File: config.mk
export PLATFORM = sky130hd
export DESIGN_NAME = dmem_arbiter
export DESIGN_NICKNAME = d
export VERILOG_FILES = /design/src/rtl/dmem_arb_pkg.sv /design/src/rtl/dmem_starve_ctr.sv /design/src/rtl/dmem_arbiter.sv
export SDC_FILE = /design/constraint.sdc
export NUM_CORES = 1
export LEC_CHECK = 0
export CAP_MARGIN = 0
export CORE_MARGIN = 3
export CORE_UTILIZATION = 25
export CTS_CLUSTER_DIAMETER = 50
export DETAILED_ROUTE_END_ITERATION = 16
export DONT_BUFFER_PORTS = 1
export GPL_TIMING_DRIVEN = 0
export REMOVE_ABC_BUFFERS = 1
export SLEW_MARGIN = 5
export SYNTH_ARGS = -nofsm -noshare
export SYNTH_HDL_FRONTEND = slang
export SYNTH_SLANG_ARGS = --single-unit
File: constraint.sdc
create_clock -name clk -period 3.4 [get_ports clk]
set_clock_uncertainty 0.05 [all_clocks]
set_input_delay 0.34 -clock clk [delete_from_list [all_inputs] [get_ports clk]]
set_output_delay 0.34 -clock clk [all_outputs]
set_load 0.05 [all_outputs]
File: src/rtl/dmem_arb_pkg.sv
// Shared types and constants for the data-memory arbiter: FSM states,
// grant-select codes, response record and the default starvation limit.
package dmem_arb_pkg;

    typedef enum logic [0:0] {
        ARB     = 1'b0,
        FORCE_D = 1'b1
    } arb_state_e;

    typedef enum logic [1:0] {
        SEL_NONE = 2'd0,
        SEL_C    = 2'd1,
        SEL_D    = 2'd2
    } port_sel_e;

    localparam int unsigned STARVE_LIMIT_DEF = 4;
    localparam int unsigned CTR_W            = 4;

    typedef struct packed {
        logic        valid;
        logic        err;
        logic [31:0] rdata;
    } rsp_t;

endpackage

File: src/rtl/dmem_starve_ctr.sv
// Saturating DMA starvation counter; hit flags that the count is about to
// reach the limit, so the arbiter can force the DMA on the very next cycle.
module dmem_starve_ctr
    import dmem_arb_pkg::*;
#(
    parameter int unsigned STARVE_LIMIT = STARVE_LIMIT_DEF
) (
    input  logic clk,
    input  logic reset,
    input  logic inc,
    input  logic clr,
    output logic hit
);

    localparam logic [CTR_W-1:0] LIMIT = CTR_W'(STARVE_LIMIT);

    logic [CTR_W-1:0] cnt_q, cnt_d;

    always_comb begin
        // NOTE: assign a default before any branch so the combinational block cannot infer a latch.
        cnt_d = cnt_q;
        if (clr) begin
            cnt_d = '0;
        end else if (inc && (cnt_q != '1)) begin
            cnt_d = cnt_q + 1'b1;
        end
    end

    // Looking at the next value lets the FSM switch at the same edge the limit is reached.
    assign hit = (cnt_d >= LIMIT);

    always_ff @(posedge clk or negedge reset) begin
        // NOTE: sequential state uses non-blocking assignment so every flop samples pre-edge values.
        if (!reset) begin
            cnt_q <= '0;
        end else begin
            cnt_q <= cnt_d;
        end
    end

endmodule

File: src/rtl/dmem_arbiter.sv
// Single-port data-memory arbiter between the core and a DMA port: core
// priority with a starvation escape, registered one-cycle responses.
module dmem_arbiter
    import dmem_arb_pkg::*;
#(
    parameter int unsigned DEPTH        = 64,
    parameter int unsigned ADDR_W       = 32,
    parameter int unsigned STARVE_LIMIT = STARVE_LIMIT_DEF
) (
    input  logic              clk,
    input  logic              reset,

    input  logic              c_req,
    input  logic              c_we,
    input  logic [ADDR_W-1:0] c_addr,
    input  logic [31:0]       c_wdata,
    output logic              c_gnt,
    output logic              c_rvalid,
    output logic [31:0]       c_rdata,
    output logic              c_err,

    input  logic              d_req,
    input  logic              d_we,
    input  logic [ADDR_W-1:0] d_addr,
    input  logic [31:0]       d_wdata,
    output logic              d_gnt,
    output logic              d_rvalid,
    output logic [31:0]       d_rdata,
    output logic              d_err,

    output logic              mem_read,
    output logic              mem_write,
    output logic [31:0]       mem_addr,
    output logic [31:0]       mem_wdata,
    input  logic [31:0]       mem_rdata
);

    localparam logic [ADDR_W-1:0] DEPTH_A = ADDR_W'(DEPTH);

    arb_state_e        state_q, state_d;
    port_sel_e         sel;
    logic              starve_inc, starve_clr, starve_hit;
    logic              g_valid, g_we, g_oor;
    logic [ADDR_W-1:0] g_addr;
    logic [31:0]       g_wdata, g_rdata;
    rsp_t              c_rsp_q, c_rsp_d, d_rsp_q, d_rsp_d;

    always_ff @(posedge clk or negedge reset) begin
        if (!reset) begin
            state_q <= ARB;
        end else begin
            state_q <= state_d;
        end
    end

    // FORCE_D lasts exactly one cycle, granted or not.
    always_comb begin
        state_d = state_q;
        case (state_q)
            ARB:     if (starve_hit) state_d = FORCE_D;
            FORCE_D: state_d = ARB;
            default: state_d = ARB;
        endcase
    end

    // Held reset blocks every grant, so no memory access can leak out during reset.
    always_comb begin
        sel = SEL_NONE;
        if (reset) begin
            case (state_q)
                ARB: begin
                    if (c_req)      sel = SEL_C;
                    else if (d_req) sel = SEL_D;
                end
                FORCE_D: begin
                    if (d_req)      sel = SEL_D;
                    else if (c_req) sel = SEL_C;
                end
                default: sel = SEL_NONE;
            endcase
        end
    end

    assign c_gnt = (sel == SEL_C);
    assign d_gnt = (sel == SEL_D);

    always_comb begin
        g_we    = 1'b0;
        g_addr  = '0;
        g_wdata = '0;
        case (sel)
            SEL_C: begin
                g_we    = c_we;
                g_addr  = c_addr;
                g_wdata = c_wdata;
            end
            SEL_D: begin
                g_we    = d_we;
                g_addr  = d_addr;
                g_wdata = d_wdata;
            end
            default: ;
        endcase
    end

    // Out-of-range accesses are still granted but never reach the memory.
    assign g_valid   = (sel != SEL_NONE);
    assign g_oor     = g_valid && (g_addr >= DEPTH_A);
    assign mem_read  = g_valid && !g_we && !g_oor;
    assign mem_write = g_valid &&  g_we && !g_oor;
    assign mem_addr  = 32'(g_addr);
    assign mem_wdata = g_wdata;
    assign g_rdata   = mem_read ? mem_rdata : '0;

    assign starve_inc = d_req && !d_gnt;
    assign starve_clr = !d_req || d_gnt;

    dmem_starve_ctr #(
        .STARVE_LIMIT (STARVE_LIMIT)
    ) u_starve_ctr (
        .clk   (clk),
        .reset (reset),
        .inc   (starve_inc),
        .clr   (starve_clr),
        .hit   (starve_hit)
    );

    always_comb begin
        c_rsp_d = '0;
        d_rsp_d = '0;
        if (sel == SEL_C) c_rsp_d = '{valid: 1'b1, err: g_oor, rdata: g_rdata};
        if (sel == SEL_D) d_rsp_d = '{valid: 1'b1, err: g_oor, rdata: g_rdata};
    end

    always_ff @(posedge clk or negedge reset) begin
        if (!reset) begin
            c_rsp_q <= '0;
            d_rsp_q <= '0;
        end else begin
            c_rsp_q <= c_rsp_d;
            d_rsp_q <= d_rsp_d;
        end
    end

    assign c_rvalid = c_rsp_q.valid;
    assign c_rdata  = c_rsp_q.rdata;
    assign c_err    = c_rsp_q.err;
    assign d_rvalid = d_rsp_q.valid;
    assign d_rdata  = d_rsp_q.rdata;
    assign d_err    = d_rsp_q.err;

endmodule

==> out/metrics.yaml <==
clock_network:
  numCtsBuffers: 9
  cts_sinks: 73
  clockBufferDepth: 2
  root_buffer: "clkbuf_16"
  cts_tree: "yes"
  clk_pin_slew_ns: 0.06
  clock_latency_ns: 0.34
  cts.htree.levels: 3
global_routing:
  antenna_found_initial: 0
  grt_start_max_net_pins: 74
  grt_pass1_wl_mm: 26.48
  grt_pass1_vias: 3829
  grt-ovfl-total: 0
  grtUsageTotal: 0.2025
route:
  drc: 0
  detail-route-antenna-nets: 0
  avgRoutedWirePerCell_um: 29.24
  num_vias: 3886
  drtIter0Drc: 310
  drt_pass1_iterations: 5
  routed_via_density: 6.025
  wl_mm: 18.86
setup_path:
  crit_slowest_cell: "nor4_4"
  crit_family: "simple AND/OR/NAND/NOR gates"
  crit_type: "reg2out"
  setup.worst_path.end_class: "output pin"
  cp_data_required_time_ns: 3.01
  path_max_fanout: 17
  max_stage_delay_ns: 0.72
  arrival_ns: 3.34
  crit_path_cell_trace: "o211ai_1 > inv_1 > ha_4 > buf_12 > a22oi_2 > a41oi_2 > or4_4 > nor4_4"
  crit_buf_inv: 2
  startpoint_type: "flop"
floorplanning:
  ios: 302
  dieArea_um2: 17610
  die_y_um: 132.7
  initial_core_util: 0.2602
  die_w_um: 132.7
  core.rowCount: 45
  core-area_um2: 15430
timing:
  min_period_ns: 3.726
  max_slew.worst_pin.slew_ns: 1.047
  finalCritPeriodShare: 1.096
  worst_slew_margin_rel: 0.2996
  final-hold-violation-count: 0
  setup_ws_ns: -0.3258
  fin_hold_ws_ns: 0.06929
  setup_viol: 2
  rsz0062_at_grt: "yes"
  slew_viol_final: 0
  fmax_ghz: 0.2684
synth:
  ys_seq_elements: 73
  seq_area_frac_synth: 0.4551
  netlist.top_cell.by_area: "dfrtp_1"
  synth_cells: 438
  synth.distinct_cells: 33
  netlist_area_um2: 4014
  ys.warnings.count: 0
  avgSynthCellArea_um2: 9.164
  synth.area.top_cells: "dfrtp_1 46%, a22oi_1 12%, nand3_1 8.1%, nor4_1 7.0%, nor2_1 6.5%"
  synth.top_cell.area_share: 0.4551
  synth_common_cells: "73 x dfrtp_1, 70 x nor2_1, 65 x a22oi_1, 65 x nand3_1, 45 x nor4_1"
  yosysMostFrequentCell: "dfrtp_1"
  synth_ff_type: "dfrtp_1"
  synth_edf_count: 0
  async_reset_ff_frac: 1.000
place:
  dpl-instance-area_um2: 4184
  port_buffers: 0
  place.gp.congestion: 0.8889
  dp.cells: 598
  dp_hpwl_mm: 11.73
layout:
  layout.nets: 599
  final_area_um2: 5000
  multi_input_area_um2: 2203
  fin_cells: 645
  nFillCells: 1610
  seqCellArea_um2: 1827
  drive_above_1_share: 0.2604
  area_growth_pct: 24.56
  n_antenna_cell: 0
worst_hold_path:
  hold_path_class: "in2reg"
power_and_ir_drop:
  leakage_nw: 1.824
  powerDensity_nw_per_um2: 510.0
  irDropWorstVdd_mv: 0.2114
  finalPower_mw: 2.550
flow_run:
  drv_cap: 0
status:
  violations: "setup timing"
  outcome: "complete, but fails checks"
==> what timing repair did <==
action	CTS	global route
endpoints found under the hold margin	73	0
pin swaps	17	7
gates cloned	5	1
setup endpoints to repair	66	19
buffers inserted	21	2
gates resized for setup	39	4
hold buffers	2	0
==> placed cells by master (no fill, tap or decap), types with 2 or more instances in the layout <==
cell type	n
inv_1	3
nand3_1	65
clkinvlp_4	2
buf_4	20
buf_12	4
a41oi_2	4
dfrtp_1	73
nor4_2	19
buf_6	6
a22oi_2	20
o31a_1	2
clkinv_4	2
a21oi_1	2
clkbuf_16	9
nor2b_4	2
a21oi_2	2
nor4_1	45
ha_4	2
nand2b_1	2
nor2_1	70
nor4_4	2
a22oi_1	45
or4_4	5
ha_1	2
==> area by class of cell <==
type,instances,share of cell area
clock buffers,10,0.04780
clock inverters,6,0.01351
inverters,3,0.002252
multi-input cells,307,0.4407
flip-flops and latches,73,0.3654
well taps,211,0.05280
repair buffers,35,0.07758
==> worst paths after layout <==
kind / cells after the start / to / slack, ns / start
worst min-delay path: 2 / c_rdata[26]$_DFF_PN0_ / 0.07 / mem_rdata[26]
worst max register to register: 11 / d_rdata[7]$_DFF_PN0_ / 0.17 / state_q$_DFF_PN0_
min in group asynchronous: 2 / d_rdata[18]$_DFF_PN0_ / 0.52 / reset
worst min register to register: 1 / state_q$_DFF_PN0_ / 0.41 / state_q$_DFF_PN0_
max in group asynchronous: 2 / d_rdata[30]$_DFF_PN0_ / 2.47 / reset
worst max-delay path: 8 / mem_read / -0.33 / state_q$_DFF_PN0_
==> metal layers <==
metal / vias to the layer above / routed length (um) / track usage
met5: - / 0 / 0
met4: 0 / 629 / 0.07737
met3: 27 / 1778 / 0.06540
met2: 263 / 9474 / 0.3429
met1: 1961 / 6978 / 0.2391
li1: 1635 / - / -
==> cells by family after synthesis <==
family                     share of synthesized area
DFF                                           0.4551
muxes                                       0.002494
xor gates and xnor gates                    0.002182
AOI/OAI and AO/OA                             0.1496
and+or+nand+nor                               0.3064
adders and majority gates                    0.01247
buffers and inverters                        0.07169
==> sequential cells by signal, summed over array words and instances (netlist names) <==
register            flops
u_starve_ctr.cnt_q      4
d_err                   1
d_rvalid                1
c_err                   1
state_q                 1
c_rdata                32
d_rdata                32
c_rvalid                1
==> where the power goes <==
part / switching [mW] / total, mW / internal, mW
Combinational: 0.486 / 0.641 / 0.155
Clock: 0.383 / 0.972 / 0.589
Sequential: 0.0537 / 0.937 / 0.884
==> stage by stage <==
stage	setup TNS (ns)	setup slack, ns	utilization
floorplan	-245.23	-4.571	-
global placement	-426.14	-7.065	0.2594
detailed placement	-12.35	-0.9975	0.2712
CTS	-0.5473	-0.2747	0.3216
global route	-0.8339	-0.4204	0.3241
finish	-0.6232	-0.3258	0.3241
Note: power is estimated with default switching activity, not from simulation.
